<file path="src/rtl/instr_fetch_pkg.sv">
// Shared definitions for the instruction fetch queue.
// Holds the default {pc, instr} field widths, the packed fetch-pair width,
// the all-zero "no entry" value and helpers that split a packed pair.
package instr_fetch_pkg;

  localparam int PC_W    = 32;
  localparam int INSTR_W = 32;
  localparam int FETCH_W = PC_W + INSTR_W;

  localparam logic [FETCH_W-1:0] NULL_FETCH = '0;

  // pc occupies the upper half of the pair
  function automatic logic [PC_W-1:0] fetch_pc(input logic [FETCH_W-1:0] pair);
    return pair[FETCH_W-1:INSTR_W];
  endfunction

  function automatic logic [INSTR_W-1:0] fetch_instr(input logic [FETCH_W-1:0] pair);
    return pair[INSTR_W-1:0];
  endfunction

  function automatic logic [FETCH_W-1:0] make_fetch(input logic [PC_W-1:0]    pc,
                                                    input logic [INSTR_W-1:0] instr);
    return {pc, instr};
  endfunction

endpackage

</file>
<file path="src/rtl/ifq_storage.sv">
// Entry storage for the instruction fetch queue.
// DEPTH x WIDTH register array with one synchronous write port and one
// asynchronous read port. Contents are deliberately not reset; validity is
// tracked by the pointers and count in the parent.
//   clk    : clock
//   we     : write enable
//   waddr  : write index
//   wdata  : write data
//   raddr  : read index
//   rdata  : combinational read data
module ifq_storage #(
  parameter int DEPTH = 4,
  parameter int WIDTH = 64,
  parameter int AW    = $clog2(DEPTH)
) (
  input  logic             clk,
  input  logic             we,
  input  logic [AW-1:0]    waddr,
  input  logic [WIDTH-1:0] wdata,
  input  logic [AW-1:0]    raddr,
  output logic [WIDTH-1:0] rdata
);

  logic [WIDTH-1:0] mem [DEPTH];

  always_ff @(posedge clk) begin
    if (we) mem[waddr] <= wdata;
  end

  assign rdata = mem[raddr];

endmodule

</file>
<file path="src/rtl/instr_fetch_queue.sv">
// First-word-fall-through queue between the instruction-cache fetch
// controller and decode. Each completed fetch beat is stored as a
// {pc, instr} pair and presented in order at the head.
//   clk          : clock, all state on rising edge
//   rst_n        : synchronous active-low reset
//   in_valid     : completed fetch beat
//   in_pc_instr  : {pc, instr} of the beat
//   flush        : taken jump, discards every entry
//   out_ready    : decode takes the head entry
//   out_valid    : head entry present
//   out_pc       : head pc, zero when empty
//   out_instr    : head instruction, zero when empty
//   stop_fetch   : free slots <= AF_MARGIN
//   count        : occupancy 0..DEPTH
//   full         : count == DEPTH
//   overflow_err : sticky, a beat was dropped while full
module instr_fetch_queue #(
  parameter int DEPTH     = 4,
  parameter int AF_MARGIN = 1,
  parameter int PC_W      = instr_fetch_pkg::PC_W,
  parameter int INSTR_W   = instr_fetch_pkg::INSTR_W
) (
  input  logic                       clk,
  input  logic                       rst_n,
  input  logic                       in_valid,
  input  logic [PC_W+INSTR_W-1:0]    in_pc_instr,
  input  logic                       flush,
  input  logic                       out_ready,
  output logic                       out_valid,
  output logic [PC_W-1:0]            out_pc,
  output logic [INSTR_W-1:0]         out_instr,
  output logic                       stop_fetch,
  output logic [$clog2(DEPTH):0]     count,
  output logic                       full,
  output logic                       overflow_err
);

  import instr_fetch_pkg::*;

  localparam int AW = $clog2(DEPTH);
  localparam int CW = AW + 1;
  localparam int FW = PC_W + INSTR_W;

  logic [AW-1:0] wr_ptr;
  logic [AW-1:0] rd_ptr;
  logic [CW-1:0] cnt;
  logic          ovf;
  logic          push;
  logic          pop;
  logic          drop;
  logic [FW-1:0] head;

  // Flags come from the occupancy alone so stop_fetch never loops back
  // through in_valid into the fetch controller.
  assign full       = (cnt == CW'(DEPTH));
  assign out_valid  = (cnt != '0);
  assign stop_fetch = (DEPTH - int'(cnt)) <= AF_MARGIN;

  assign pop  = out_valid & out_ready & ~flush;
  // A full queue still accepts a beat when the head leaves in the same cycle.
  assign push = in_valid & ~flush & (~full | pop);
  assign drop = in_valid & ~flush & full & ~pop;

  ifq_storage #(
    .DEPTH (DEPTH),
    .WIDTH (FW),
    .AW    (AW)
  ) u_storage (
    .clk   (clk),
    .we    (push),
    .waddr (wr_ptr),
    .wdata (in_pc_instr),
    .raddr (rd_ptr),
    .rdata (head)
  );

  always_ff @(posedge clk) begin
    if (!rst_n) begin
      wr_ptr <= '0;
      rd_ptr <= '0;
      cnt    <= '0;
      ovf    <= 1'b0;
    end else if (flush) begin
      // overflow_err is a sticky diagnostic and survives a flush
      wr_ptr <= '0;
      rd_ptr <= '0;
      cnt    <= '0;
    end else begin
      if (push) wr_ptr <= wr_ptr + 1'b1;
      if (pop)  rd_ptr <= rd_ptr + 1'b1;
      case ({push, pop})
        2'b10:   cnt <= cnt + 1'b1;
        2'b01:   cnt <= cnt - 1'b1;
        default: cnt <= cnt;
      endcase
      if (drop) ovf <= 1'b1;
    end
  end

  // Storage is never cleared, so stale data is masked while empty.
  assign out_pc       = out_valid ? head[FW-1:INSTR_W] : '0;
  assign out_instr    = out_valid ? head[INSTR_W-1:0]  : '0;
  assign count        = cnt;
  assign overflow_err = ovf;

endmodule

</file>
<file path="config.mk">
export PLATFORM = sky130hd
export DESIGN_NAME = instr_fetch_queue
export DESIGN_NICKNAME = d
export VERILOG_FILES = /design/src/rtl/instr_fetch_pkg.sv /design/src/rtl/ifq_storage.sv /design/src/rtl/instr_fetch_queue.sv
export SDC_FILE = /design/constraint.sdc
export NUM_CORES = 1
export LEC_CHECK = 0
export ABC_AREA = 1
export BUFFER_PORTS_ARGS = -buffer_cell sky130_fd_sc_hd__buf_2
export CORE_ASPECT_RATIO = 0.5
export CORE_UTILIZATION = 52
export DETAILED_ROUTE_END_ITERATION = 10
export MAX_ROUTING_LAYER = met4
export PLACE_DENSITY_LB_ADDON = 0.1
export SYNTH_ARGS = -nofsm -noshare
export SYNTH_HDL_FRONTEND = slang
export SYNTH_SLANG_ARGS = --single-unit
export TNS_END_PERCENT = 1
</file>
<file path="constraint.sdc">
create_clock -name clk -period 3.7 [get_ports clk]
set_input_delay 0.185 -clock clk [delete_from_list [all_inputs] [get_ports clk]]
set_output_delay 0.185 -clock clk [all_outputs]
set_load 0.005 [all_outputs]
</file>
### Yosys cells after proc, flatten, opt, wreduce, memory -nomap -nowiden

Memories as Yosys holds them, arrays and structs flattened. A register that Yosys moved wholly into a read port is not among the register bits.
Index checks and enable logic that the tools add are counted.

* input bits: 69
* logic and storage cells: 36
* output and inout bits: 71
* memories kept: 1
* bits in registers: 8
* RAM bits: 256

* reduce and logical (&&, ||, !) cells: 4
* bitwise operators: 11
* add/subtract/negate cells: 5
* mux-type cells: 7
* eq/ne operators: 3
* $lt $le $gt $ge: 1

Memory list
* u_storage.mem: words 4, bits a word 64, rd ports 1, clocked after Yosys merged registers in 1, write ports 1, RTL line ifq_storage.sv:24 `logic [WIDTH-1:0] mem [DEPTH];`

Operators with widths (count)
* 2-to-1 mux 32 bit: 2
* AND 1 bit: 6
* one-hot mux 3 bit (2 select lines): 1
* adder 2 x 1 -> 2 bit (second input constant): 2
* <= comparator 4 x 2 -> 1 bit (second input constant): 1
* 2-to-1 mux 2 bit: 2
* inverter 1 bit: 4
* subtractor 3 x 3 -> 4 bit (first input constant): 1
* adder 3 x 1 -> 3 bit (second input constant): 1
* equality test 3 bit (second input constant): 1
* nonzero test 3 bit: 1
* subtractor 3 x 1 -> 3 bit (second input constant): 1
* equality test 2 x 1 -> 1 bit (second input constant): 1
* equality test 2 bit (second input constant): 1
* 2-to-1 mux 1 bit: 2
* AND reduction 2 bit: 1
* nonzero test 2 bit: 1
* OR reduction 2 bit: 1
* bitwise OR 1 bit: 1

### Logic depth before layout (Yosys ltp)

* depth after elaboration: 7
* gate-level depth with buffers: 12
* depth with buffers taken out: 12

### Cells and area by module

A second synthesis with hierarchy kept.

* cell total of the unflattened synthesis: 1211
* area, all modules: 11746.3 um^2

Modules (own cells, without submodules)
* ifq_storage: times used 1, area an instance 10761.6 um^2, cells an instance 1010
* instr_fetch_queue: times used 1, area an instance 984.7 um^2, cells an instance 201

### Worst setup path before layout

No wires, ideal clock.

* path kind: reg2reg
* from: register cnt[1] (netlist: count[1])
* to: memory u_storage.mem[0][0], enable pin
* clock period less this slack: 4.212 ns
* buffers on the path: 0
* cell stages (with the launch flop): 8
* data arrival time: 3.726 ns
* slack: -0.512 ns
* setup time: 0.487 ns
* cell sequence: dfxtp_1 > nor2_1 > ha_1 > inv_2 > nand3_1 > nand2_1 > nand2_1 > nor2_1

* word-level cells in the longest chain between the ends: 7
* elaborated cells on any way between the ends: 9
* classes of those cells: eq/ne: 1; mux: 2; bitwise: 5; reduce/logical: 1

RTL lines
* start, declared: RTL line instr_fetch_queue.sv:46 `logic [CW-1:0] cnt;`
* start signal, assigned: RTL line instr_fetch_queue.sv:92 `2'b10: cnt <= cnt + 1'b1;`
* start signal, assigned: RTL line instr_fetch_queue.sv:93 `2'b01: cnt <= cnt - 1'b1;`
* start signal, assigned: RTL line instr_fetch_queue.sv:94 `default: cnt <= cnt;`
* nonzero test 3 bit: RTL line instr_fetch_queue.sv:56 `assign out_valid = (cnt != '0);`
* net out_valid: RTL line instr_fetch_queue.sv:29 `output logic out_valid,`
* AND 1 bit (2 in a row): RTL line instr_fetch_queue.sv:59 `assign pop = out_valid & out_ready & ~flush;`
* bitwise OR 1 bit: RTL line instr_fetch_queue.sv:61 `assign push = in_valid & ~flush & (~full | pop);`
* AND 1 bit: RTL line instr_fetch_queue.sv:61
* 2-to-1 mux 1 bit: RTL line ifq_storage.sv:27 `if (we) mem[waddr] <= wdata;`
* 2-to-1 mux 1 bit (not written as such): RTL line ifq_storage.sv:27
* end, declared: RTL line ifq_storage.sv:24

The timed path passes the listed nets, and every way through them passes these cells.

==> impl_metrics.ini <==
[clocking]
clk_pin_slew_worst_paths_ns = 0.06
cts_resized = 0
cts_tree = done
cts_max_level = 1
clock_sinks = 266
cts_root_buffer = clkbuf_16
cts_hold_buf = 65
tritoncts.num_buffers = 23
cts_buffer_depth = 3
clk_latency_ns = 0.50
postCtsSetupBuffers = 0

[yosys]
syn_area_sq_um = 10500
syn-num-nets = 911
synth_area_per_cell_sq_um = 12.5
ys_seq_area_share_pct = 75.3
synth_edf_count = 256
synth_cell_types = 20
synth_seq_cells = 266
synthArstFlopShare_pct = 0
synth_flop_cell = edfxtp_1
netlist_instances = 835
ys_warn_count = 0

[worst_setup_path]
path_cells = buf_4 -> buf_4 -> nor2_1 -> nor2_1 -> o21ai_0 -> a21oi_1 -> buf_2
end_kind = primary output
crit_arrival_ns = 2.93
rrSetupSlack_ns = 1.29
path_delay_family = buffers and inverters
cp-start-kind = flop
r2r_cells = 8
crit_buf_inv = 3
worstPathRequired_ns = 3.51
critical-path-slowest-cell = buf_4
r2r-end = u_storage.mem[0][11]
path_class = flop to primary output
r2r_start = count[1]
worstPathMaxFanout = 70
critPathMaxStageDelay_ns = 0.69

[timing]
hold_viol_final = 0
timing.final.crit_share_pct = 84.2
setup_violations = 0
slew_headroom_pct = 41.3
finalCriticalPeriod_ns = 3.12
fmax_ghz = 0.321
skew_ns = 0.00663
rsz0062_at_grt = no
slew_violations = 0
tightest_slew_ns = 0.880

[final_layout]
areaGrowthSynthToFinish_pct = 21.4
fin_util_pct = 64.9
layout-drive-gt1-share_pct = 18.4
fin_nets = 1107
n_fill_cell = 1503
fin_area_sq_um = 12700

[route]
drc_errors = 0
drt-wirelength-per-cell_um = 17.2
dr.pass1.iters = 5
route.vias.total = 6802
via_per_inst = 5.18
routed_wl_mm = 22.5
drt-initial-drc-count = 435
ant_nets = 0

[global_route]
grt_usage_pct = 22.4
grt_start_max_net_pins = 71
grt_antenna_before_repair = 1
grt_pass1_vias = 6498
overflow = 0
grt_pass1_wl_mm = 34.6

[pwr]
ir_worst_vdd_mv = 0.269
pwr_density_cell_nw_per_um2 = 467
leakagePower_nw = 4.70

[die]
start_util_pct = 53.5
num_rows = 36
die_w_um = 203
ioPinCount = 140
core-area_sq_um = 19600
die-area_sq_um = 20800
fp.dieH_um = 102

[placed_design]
place_congestion = 0.738
place_area_sq_um = 11400
portBuffers = 139
hpwl_mm = 12.6

[hold_path]
hold_class = input pin to flop
min_to = rd_ptr[0]
hold_depth = 3
worstHoldStart = flush

[run]
cap_viol_max_count = 0

[outcome]
outcome = completed
## synthesized netlist by cell type (7+ instances only)
cell / number / area, sq um
dfxtp_1: 10 / 200
edfxtp_1: 256 / 7690
nor2_1: 273 / 1020
buf_6: 13 / 146
clkbuf_1: 19 / 71.3
o21ai_0: 126 / 631
inv_1: 19 / 71.3
a21oi_1: 68 / 340
nand2_1: 8 / 30.0
buf_2: 7 / 35.0
o21ai_1: 10 / 50.1
## tightest hold or removal path, cell delays in order
cell and delay (ns):
buf_2 0.12, nor2_2 0.07, a21oi_1 0.14
## power by group
group          internal (mW)  total, mW  switching [mW]
Sequential              3.35       3.36          0.0131
Clock                   1.27       2.27           0.998
Combinational          0.131      0.308           0.177
## flip-flops by register name, indices dropped and copies added, names as in the netlist, named ones only
name / count
rd_ptr: 2
wr_ptr: 2
overflow_err: 1
u_storage.mem: 256
count: 3
## kinds of logic (layout without fill, tap and decap cells)
family,Yosys count,after routing,share of synthesized area (%)
buffers and inverters,70,280,3.63
DFF,266,266,75.3
and+or+nand+nor,287,287,10.4
AOI/OAI and AO/OA,205,205,9.80
other,0,1,0
adders and majority gates,7,7,0.908
## placed cells by master (no fill, tap or decap), types with 2 or more instances in the layout
cell type | Yosys | layout
buf_4 | 3 | 14
dfxtp_1 | 10 | 8
nor2_4 | 0 | 4
edfxtp_1 | 256 | 256
clkbuf_1 | 19 | 4
bufinv_16 | 0 | 2
a21oi_1 | 68 | 68
nand3_1 | 4 | 4
clkinv_1 | 0 | 8
o21ai_0 | 126 | 126
ha_1 | 6 | 5
inv_2 | 3 | 2
nand2_1 | 8 | 8
clkinv_2 | 0 | 3
nor2_1 | 273 | 269
dlygate4sd3_1 | 0 | 65
o21ai_1 | 10 | 10
clkbuf_16 | 0 | 23
inv_1 | 19 | 19
buf_2 | 7 | 139
## metal layers
layer  track usage, %  share of wire [%]  up-vias  wire length, um
met5                -                  0        -                0
met4             3.99                1.5        0              348
met3             3.73                5.1       29             1150
met2             35.5                 46      164            10300
met1             31.3                 47     3278            10700
li1                 -                  -     3331                -
## how the worst max path moves through the flow
stage                   from  cells after the start  slack, ns                  end
floorplan           count[1]                      7      -0.51  u_storage.mem[0][0]
global placement        flop                      7       1.19         out_instr[6]
detailed placement      flop                      7       1.13         out_instr[6]
CTS                     flop                      7       0.60         out_instr[6]
global route            flop                      7       0.40           out_pc[14]
finish                  flop                      7       0.58         out_instr[6]
## per-stage QoR
stage | instances | hold WS [ns] | setup WS [ns] | total power [mW] | TNS, ns
2_1_floorplan | 835 | 0.284 | -0.512 | 3.55 | -131.09
3_3_place_gp | 1207 | 0.397 | 1.19 | 3.68 | 0
3_5_place_dp | 1207 | 0.402 | 1.13 | 3.68 | 0
4_1_cts | 1311 | 0.0379 | 0.599 | 5.99 | 0
5_1_grt | 1312 | 0.0981 | 0.396 | 6.14 | 0
6_report | 1312 | 0.0546 | 0.584 | 5.94 | 0
## area by class of cell
class / count / area [sq um] / share of cell area, %
antenna: 1 / 2.50 / 0.0197
tap: 266 / 333 / 2.62
timing repair buffer: 219 / 1470 / 11.6
inverter: 22 / 83.8 / 0.659
clock buffer: 27 / 591 / 4.64
clock inverter: 12 / 100 / 0.787
multi-input combinational: 499 / 2240 / 17.6
sequential: 266 / 7890 / 62.1
(Power assumes the default switching activity.)
